<file path="src/rtl/bomb_controller.sv">
// Single-bomb controller: snaps the drop point to the tile grid and sequences fuse, blast and cooldown in frames.
// Optional macro BOMB_REMOTE_EN adds remote_detonate / remote_ready.
module bomb_controller #(
    parameter int X_ORIGIN        = 15,
    parameter int Y_ORIGIN        = 48,
    parameter int COLS            = 19,
    parameter int ROWS            = 13,
    parameter int FUSE_FRAMES     = 90,
    parameter int BLAST_FRAMES    = 15,
    parameter int COOLDOWN_FRAMES = 4
) (
    input  logic               clk,
    input  logic               reset,
`ifdef BOMB_REMOTE_EN
    input  logic               remote_detonate,
    output logic               remote_ready,
`endif
    input  logic               startOfFrame,
    input  logic               drop_bomb,
    input  logic               chain_trigger,
    input  logic signed [10:0] playerTopLeftX,
    input  logic signed [10:0] playerTopLeftY,
    output logic signed [10:0] bombTopLeftX,
    output logic signed [10:0] bombTopLeftY,
    output logic        [4:0]  bomb_col,
    output logic        [3:0]  bomb_row,
    output logic               bomb_active,
    output logic               bomb_exploding,
    output logic               explode_start,
    output logic        [7:0]  fuse_left
);

    typedef enum logic [1:0] {IDLE_ST, ARMED_ST, EXPLODE_ST, COOLDOWN_ST} state_t;

    state_t      state_q, state_d;
    logic        drop_prev_q;
    logic        drop_req;
    logic        detonate;
    logic        start_q, start_d;
    logic [7:0]  fuse_q, fuse_d, blast_q, blast_d, cool_q, cool_d;
    logic [4:0]  col_q, col_d;
    logic [3:0]  row_q, row_d;
    logic [10:0] x_q, x_d, y_q, y_d;

    // Tile snap: offset to the player's centre, clamp negatives to 0 and overflow to the last tile.
    logic [11:0] off_x, off_y;
    logic [6:0]  tile_x, tile_y;
    logic [5:0]  col_raw, row_raw;
    logic [4:0]  snap_col;
    logic [3:0]  snap_row;

    assign off_x    = {playerTopLeftX[10], playerTopLeftX} + 12'd16 - 12'(X_ORIGIN);
    assign off_y    = {playerTopLeftY[10], playerTopLeftY} + 12'd16 - 12'(Y_ORIGIN);
    assign tile_x   = 7'(off_x >> 5);
    assign tile_y   = 7'(off_y >> 5);
    assign col_raw  = tile_x[6] ? 6'd0 : tile_x[5:0];
    assign row_raw  = tile_y[6] ? 6'd0 : tile_y[5:0];
    assign snap_col = (col_raw > 6'(COLS - 1)) ? 5'(COLS - 1) : col_raw[4:0];
    assign snap_row = (row_raw > 6'(ROWS - 1)) ? 4'(ROWS - 1) : row_raw[3:0];

    assign drop_req = drop_bomb & ~drop_prev_q;

`ifdef BOMB_REMOTE_EN
    logic remote_prev_q;
    always_ff @(posedge clk) begin
        if (reset) remote_prev_q <= 1'b0;
        else       remote_prev_q <= remote_detonate;
    end
    assign detonate     = chain_trigger | (remote_detonate & ~remote_prev_q);
    assign remote_ready = (state_q == ARMED_ST);
`else
    assign detonate = chain_trigger;
`endif

    always_ff @(posedge clk) begin
        if (reset) begin
            state_q     <= IDLE_ST;
            drop_prev_q <= 1'b0;
            start_q     <= 1'b0;
            fuse_q      <= '0;
            blast_q     <= '0;
            cool_q      <= '0;
            col_q       <= '0;
            row_q       <= '0;
            x_q         <= '0;
            y_q         <= '0;
        end else begin
            // NOTE: sequential state uses non-blocking assignments so every register samples pre-edge values.
            state_q     <= state_d;
            drop_prev_q <= drop_bomb;
            start_q     <= start_d;
            fuse_q      <= fuse_d;
            blast_q     <= blast_d;
            cool_q      <= cool_d;
            col_q       <= col_d;
            row_q       <= row_d;
            x_q         <= x_d;
            y_q         <= y_d;
        end
    end

    always_comb begin
        // NOTE: every next-state value gets a default first so no latch can be inferred.
        state_d = state_q;
        start_d = 1'b0;
        fuse_d  = fuse_q;
        blast_d = blast_q;
        cool_d  = cool_q;
        col_d   = col_q;
        row_d   = row_q;
        x_d     = x_q;
        y_d     = y_q;
        unique case (state_q)
            IDLE_ST: begin
                if (drop_req) begin
                    col_d   = snap_col;
                    row_d   = snap_row;
                    x_d     = 11'(X_ORIGIN) + {1'b0, snap_col, 5'b0};
                    y_d     = 11'(Y_ORIGIN) + {2'b0, snap_row, 5'b0};
                    fuse_d  = 8'(FUSE_FRAMES);
                    state_d = ARMED_ST;
                end
            end
            ARMED_ST: begin
                if (detonate || (startOfFrame && fuse_q == 8'd1)) begin
                    state_d = EXPLODE_ST;
                    start_d = 1'b1;
                    fuse_d  = '0;
                    blast_d = 8'(BLAST_FRAMES);
                end else if (startOfFrame) begin
                    fuse_d = fuse_q - 8'd1;
                end
            end
            EXPLODE_ST: begin
                if (startOfFrame) begin
                    if (blast_q == 8'd1) begin
                        state_d = COOLDOWN_ST;
                        cool_d  = 8'(COOLDOWN_FRAMES);
                    end else begin
                        blast_d = blast_q - 8'd1;
                    end
                end
            end
            COOLDOWN_ST: begin
                // A zero-length cooldown loads 0 and leaves on the following cycle.
                if (cool_q == 8'd0 || (startOfFrame && cool_q == 8'd1)) begin
                    state_d = IDLE_ST;
                    cool_d  = '0;
                end else if (startOfFrame) begin
                    cool_d = cool_q - 8'd1;
                end
            end
            default: state_d = IDLE_ST;
        endcase
    end

    assign bombTopLeftX   = $signed(x_q);
    assign bombTopLeftY   = $signed(y_q);
    assign bomb_col       = col_q;
    assign bomb_row       = row_q;
    assign bomb_active    = (state_q == ARMED_ST);
    assign bomb_exploding = (state_q == EXPLODE_ST);
    assign explode_start  = start_q;
    assign fuse_left      = (state_q == ARMED_ST) ? fuse_q : 8'd0;

endmodule

</file>
<file path="config.mk">
export PLATFORM = sky130hd
export DESIGN_NAME = bomb_controller
export DESIGN_NICKNAME = d
export VERILOG_FILES = /design/src/rtl/bomb_controller.sv
export SDC_FILE = /design/constraint.sdc
export NUM_CORES = 1
export LEC_CHECK = 0
export CORE_AREA = 2 2 79 81
export DETAILED_ROUTE_END_ITERATION = 12
export DIE_AREA = 0 0 81 83
export HOLD_SLACK_MARGIN = 0.06
export PLACE_DENSITY = 0.77
export SLEW_MARGIN = 5
export SYNTH_ARGS = -nofsm -noshare
export SYNTH_HDL_FRONTEND = slang
export SYNTH_SLANG_ARGS = --single-unit
</file>
<file path="constraint.sdc">
create_clock -name clk -period 5.8 [get_ports clk]
set_input_delay 1.74 -clock clk [delete_from_list [all_inputs] [get_ports clk]]
set_output_delay 1.74 -clock clk [all_outputs]
set_load 0.01 [all_outputs]
</file>
# Word level (Yosys, flattened, before mapping)
# Index checks and enable logic that the tools add are counted.
[classes]
n_mux = 25
magnitude_cmp = 2
div = 0
addsub = 9
mul = 0
n_reduce_logical = 15
shifts = 0
bitwise = 3
n_eq_ne = 14
[op_table]
columns = ["op", "n"]
rows = [
  ["$mux 8", 11],
  ["$pmux 8 s2", 3],
  ["$add 11x6->12 const B", 2],
  ["$eq 8x1->1 const B", 3],
  ["$sub 8x1->8 const B", 3],
  ["$mux 6", 2],
  ["$sub 12x4->12 const B", 1],
  ["$sub 12x6->12 const B", 1],
  ["$add 4x10->11 const A", 1],
  ["$add 6x9->10 const A", 1],
  ["$mux 2", 5],
  ["$logic_not 8->1", 1],
  ["$ne 2x2->1 const B", 4],
  ["$pmux 2 s4", 1],
  ["$reduce_and 4->1", 2],
  ["$gt 6x4->1 const B", 1],
  ["$gt 6x5->1 const B", 1],
  ["$reduce_bool 2->1", 3],
  ["$mux 5", 1],
  ["$reduce_and 5->1", 1],
  ["$eq 2x2->1 const B", 2],
  ["$mux 4", 1],
  ["$ne 2x1->1 const B", 2],
  ["$ne 3x2->1 const B", 1],
  ["11 further kinds", 14],
]
[totals]
out_inout_bits = 42
inputBits = 27
romBits = 0
mem_bits_rw = 0
mem_count = 0
latchBits = 0
reg_bits = 59

# Longest topological paths before layout
[logic_depth]
depth_word = 6
ltp_mapped = 8

# Worst setup path after synthesis
# Ideal clock, no wire load.
[synth_timing]
kind = "input port to flip-flop"
from = "input startOfFrame"
to = "register blast_q[0]"
setup_ps = 128
t_arrival_ps = 2984
required_ps = 5672
setup_slack_ps = 2689
stages = 6
cell_sequence = "clkbuf_1 -> nand3b_1 -> o311ai_4 -> o21a_1 -> mux2i_1 -> nor2_1"
[synth_via]
elab_chain_len = 4
word_cells_on_any_way = 5
cone_classes = "eq/ne (2); reduce/logical (3)"
[synth_lines]
columns = ["item", "line_no", "rtl"]
rows = [
  ["start, declared", "18", "input logic startOfFrame,"],
  ["$logic_and 1x1->1", "125", "if (detonate || (startOfFrame && fuse_q == 8'd1)) begin"],
  ["$logic_or 1x1->1", "125", ""],
  ["$ne 2x1->1 (no line)", "n/a", ""],
  ["$reduce_and 4->1 (no line) *", "n/a", ""],
  ["end signal, assigned", "93", "blast_q <= blast_d;"],
  ["end, declared", "40", "logic [7:0] fuse_q, fuse_d, blast_q, blast_d, cool_q, cool_d;"],
]
# Every way passes the cells marked *; elsewhere a longest branch is shown, timed or not.
# A chain may end at the register's enable or synchronous reset.

# Final worst setup path
[layout_timing]
from = "register state_q[1]"
to = "output fuse_left[0]"
[layout_via]
elab_chain_len = 2
[layout_lines]
columns = ["item", "line_no", "rtl"]
rows = [
  ["start, declared", "35", "state_t state_q, state_d;"],
  ["start signal, assigned", "89", "state_q <= state_d;"],
  ["$eq 2x1->1", "164", "assign fuse_left = (state_q == ARMED_ST) ? fuse_q : 8'd0;"],
  ["$mux 8", "164", ""],
  ["end, declared", "30", "output logic [7:0] fuse_left"],
]
# Every way passes these cells.

==> impl_metrics.tcl <==
set metrics [dict create \
    cp_max_fo 16 \
    rows 28 \
    crit_type "reg2out" \
    critPathBufInv 3 \
    p_per_area_nw_per_um2 474 \
    grt_pass1_vias 2053 \
    cts.sinks 43 \
    drtPass1Iterations 4 \
    fin_worst_skew_ns 0.00806 \
    grt_max_degree 26 \
    setup_violations 0 \
    drv_cap 0 \
    routabilityCongestion 0.885 \
    die-area_um2 6720 \
    grt_pass1_wl_mm 9.02 \
    cts-htree-levels 2 \
    dr_total_vias 2317 \
    yosysWarningCount 0 \
    drt_wl_total_mm 5.48 \
    viasPerCell 5.35 \
    rrSetupSlack_ns 3.24 \
    clock_path_buffers 2 \
    max-vdd-ir-drop_mv 0.175 \
    power.total_mw 1.53 \
    io_pins 69 \
    cellLeakagePower_nw 1.27 \
    rsz0062_at_grt "no" \
    nets 396 \
    path_common_cell "inv_1" \
    critPathCaptureType "output port" \
    die_y_um 83 \
    die_w_um 81 \
    synth_area_um2 2600 \
    drtAntennaViolNets 0 \
    synthCells 313 \
    synth-async-reset-ratio_pct 0 \
    hold_path_class "reg2reg" \
    drtIter0Drc 126 \
    syn_area_per_cell_um2 8.29 \
    cts_tree "done" \
    post-cts-setup-buffers 0 \
    fin_setup_tns_ns 0 \
    drv_slew 0 \
    antenna_found_initial 0 \
    hold_viol 0 \
    path_clk_slew_ns 0.08 \
    tightest_slew_ns 1.10 \
    finalCriticalPeriod_ns 3.80 \
    synth_area_leaders "dfxtp_1, nor2_1, ha_1, buf_4, xor2_1" \
    dp_hpwl_mm 4.12 \
    cpPeakStageDelay_ns 0.54 \
    cts_hold_buf 0 \
    cp_cell_sequence "inv_1 -> ha_1 -> inv_1 -> nor2_1 -> clkdlybuf4s50_1" \
    cts_resized 0 \
    cp_top_family "buffers and inverters" \
    arrival_ns 2.06 \
    required_ns 4.06 \
    antenna_cells 0 \
    synth-seq-cells 43 \
    slew_headroom_pct 26.5 \
    wire_per_inst_um 12.6 \
    drc_errors 0 \
    cts_made_buffers 5 \
    fmax_mhz 263 \
    start_util_pct 44.6 \
    grt_overflow_total 0 \
    crit_slowest_cell "clkdlybuf4s50_1" \
    start_kind "flip-flop" \
    grt_usage_pct 16.4 \
    syn2layout_area_growth_pct 24.7 \
    core_um2 5820 \
    cts_root_buf "clkbuf_8" \
    finalCritPeriodShare_pct 65.6 \
    status "finished, final reports clean" \
    ys.flop_type "dfxtp_1" \
    drive_above_1_share_pct 5.59 \
    clkLatencyLatePin_ns 0.30 \
    io_buffers 56 \
    yosysTopAreaCell "dfxtp_1" \
    synth_top_area_share_pct 33.2 \
    yosysSeqAreaShare_pct 33.2 \
    synth_edf_count 0 \
    ys_types 51 \
]
## final timing paths
| kind | cells past startpoint | startpoint | end |
|---|---|---|---|
| worst min-delay path | 2 | bomb_col[4] | bomb_col[4] |
| worst min register to register | 2 | bomb_col[4] | bomb_col[4] |
| worst max register to register | 7 | state_q[1] | fuse_q[6] |
| worst max-delay path | 5 | state_q[1] | fuse_left[0] |
## stage by stage
step / cells / util (%) / setup slack, ns / instance area [um^2] / hold WS, ns
finish: 433 / 55.7 / 2.00 / 3240 / 0.481
global route: 433 / 55.7 / 1.81 / 3240 / 0.502
CTS: 433 / 55.7 / 1.97 / 3240 / 0.478
detailed placement: 425 / 53.6 / 1.73 / 3120 / 0.464
global placement: 425 / 53.6 / 1.81 / 3120 / 0.463
floorplan: 319 / - / 2.69 / 2620 / 0.477
## flip-flops by register name (all words and copies together) (netlist names), 2 cells and up
| register | cells |
|---|---|
| blast_q | 8 |
| bombTopLeftY | 5 |
| bomb_col | 5 |
| bomb_row | 4 |
| cool_q | 8 |
| fuse_q | 8 |
| state_q | 2 |
## cells in the final DEF, fill, tap and decap left out, types with 3 or more instances in the layout
master,n
or2_2,3
nand2_1,20
and3_1,5
xor2_1,13
or3_1,3
and2_1,7
o2111ai_1,5
nand3b_1,4
dfxtp_1,43
a311oi_1,3
xnor2_1,9
a2bb2oi_1,3
a21oi_1,13
ha_1,12
a211oi_1,4
nor4_1,6
nor3_1,8
nand4_1,4
nor3b_1,4
a22oi_1,3
nor2_1,46
clkdlybuf4s50_1,56
o31ai_1,6
inv_1,18
o21ai_0,8
clkbuf_8,6
conb_1,7
o211ai_1,7
mux2i_1,3
nand3_1,3
## worst min-delay path: cells and delay by family (launching register included)
kind             cells  cell delay [ns]
AO/OA/AOI/OAI        1             0.05
flip-flops           1             0.33
AND/OR/NAND/NOR      1             0.06
## power by group
group / total [mW] / leakage (nW) / switching [mW] / internal [mW]
Clock: 0.241 / 0.0612 / 0.102 / 0.139
Sequential: 0.485 / 0.352 / 0.0907 / 0.394
Combinational: 0.808 / 0.854 / 0.435 / 0.373
## final cells by class
cell class | instances | area (um^2)
Clock inverter | 2 | 35.0
Timing Repair Buffer | 56 | 561
Clock buffer | 6 | 82.6
Tap cell | 75 | 93.8
Sequential cell | 43 | 861
Multi-Input combinational cell | 233 | 1540
Inverter | 18 | 67.6
Fill cell | 550 | 2580
## logic make-up after synthesis
family,after synthesis,synth area share (%)
other,1,0.144
and+or+nand+nor,121,23.4
adders and majority gates,12,5.78
AOI/OAI and AO/OA,68,20.4
muxes,3,1.16
xor gates and xnor gates,22,7.42
DFF,43,33.2
buffers and inverters,43,8.53
## per-layer routing
metal  part of all wire (%)  wire, um  global-route usage (%)  vias up
li1                       -         -                       -     1178
met1                     46      2500                    21.9     1053
met2                     47      2580                    25.7       81
met3                    6.1       332                    4.46        5
met4                    1.0        56                    4.78        0
met5                      0         0                       0        -
## synthesized netlist by cell type (all sizes together) (2+ instances only)
cell type / number
nand3: 3
or3: 3
buf: 16
a2bb2oi: 3
dfxtp: 43
nand2: 20
a22oi: 3
a41o: 2
a311oi: 3
nor3: 8
nand3b: 4
mux2i: 3
clkbuf: 9
o21ai: 8
o311ai: 2
a211oi: 4
nor4: 6
o221a: 2
a21oi: 13
o2111ai: 5
and2: 7
nor3b: 4
o211ai: 7
or2: 3
ha: 12
inv: 18
or4: 2
and3: 5
nor2: 46
xor2: 13
nand4: 4
o31ai: 7
nand2b: 2
xnor2: 9
No activity file was read; power rests on OpenSTA's default activity.
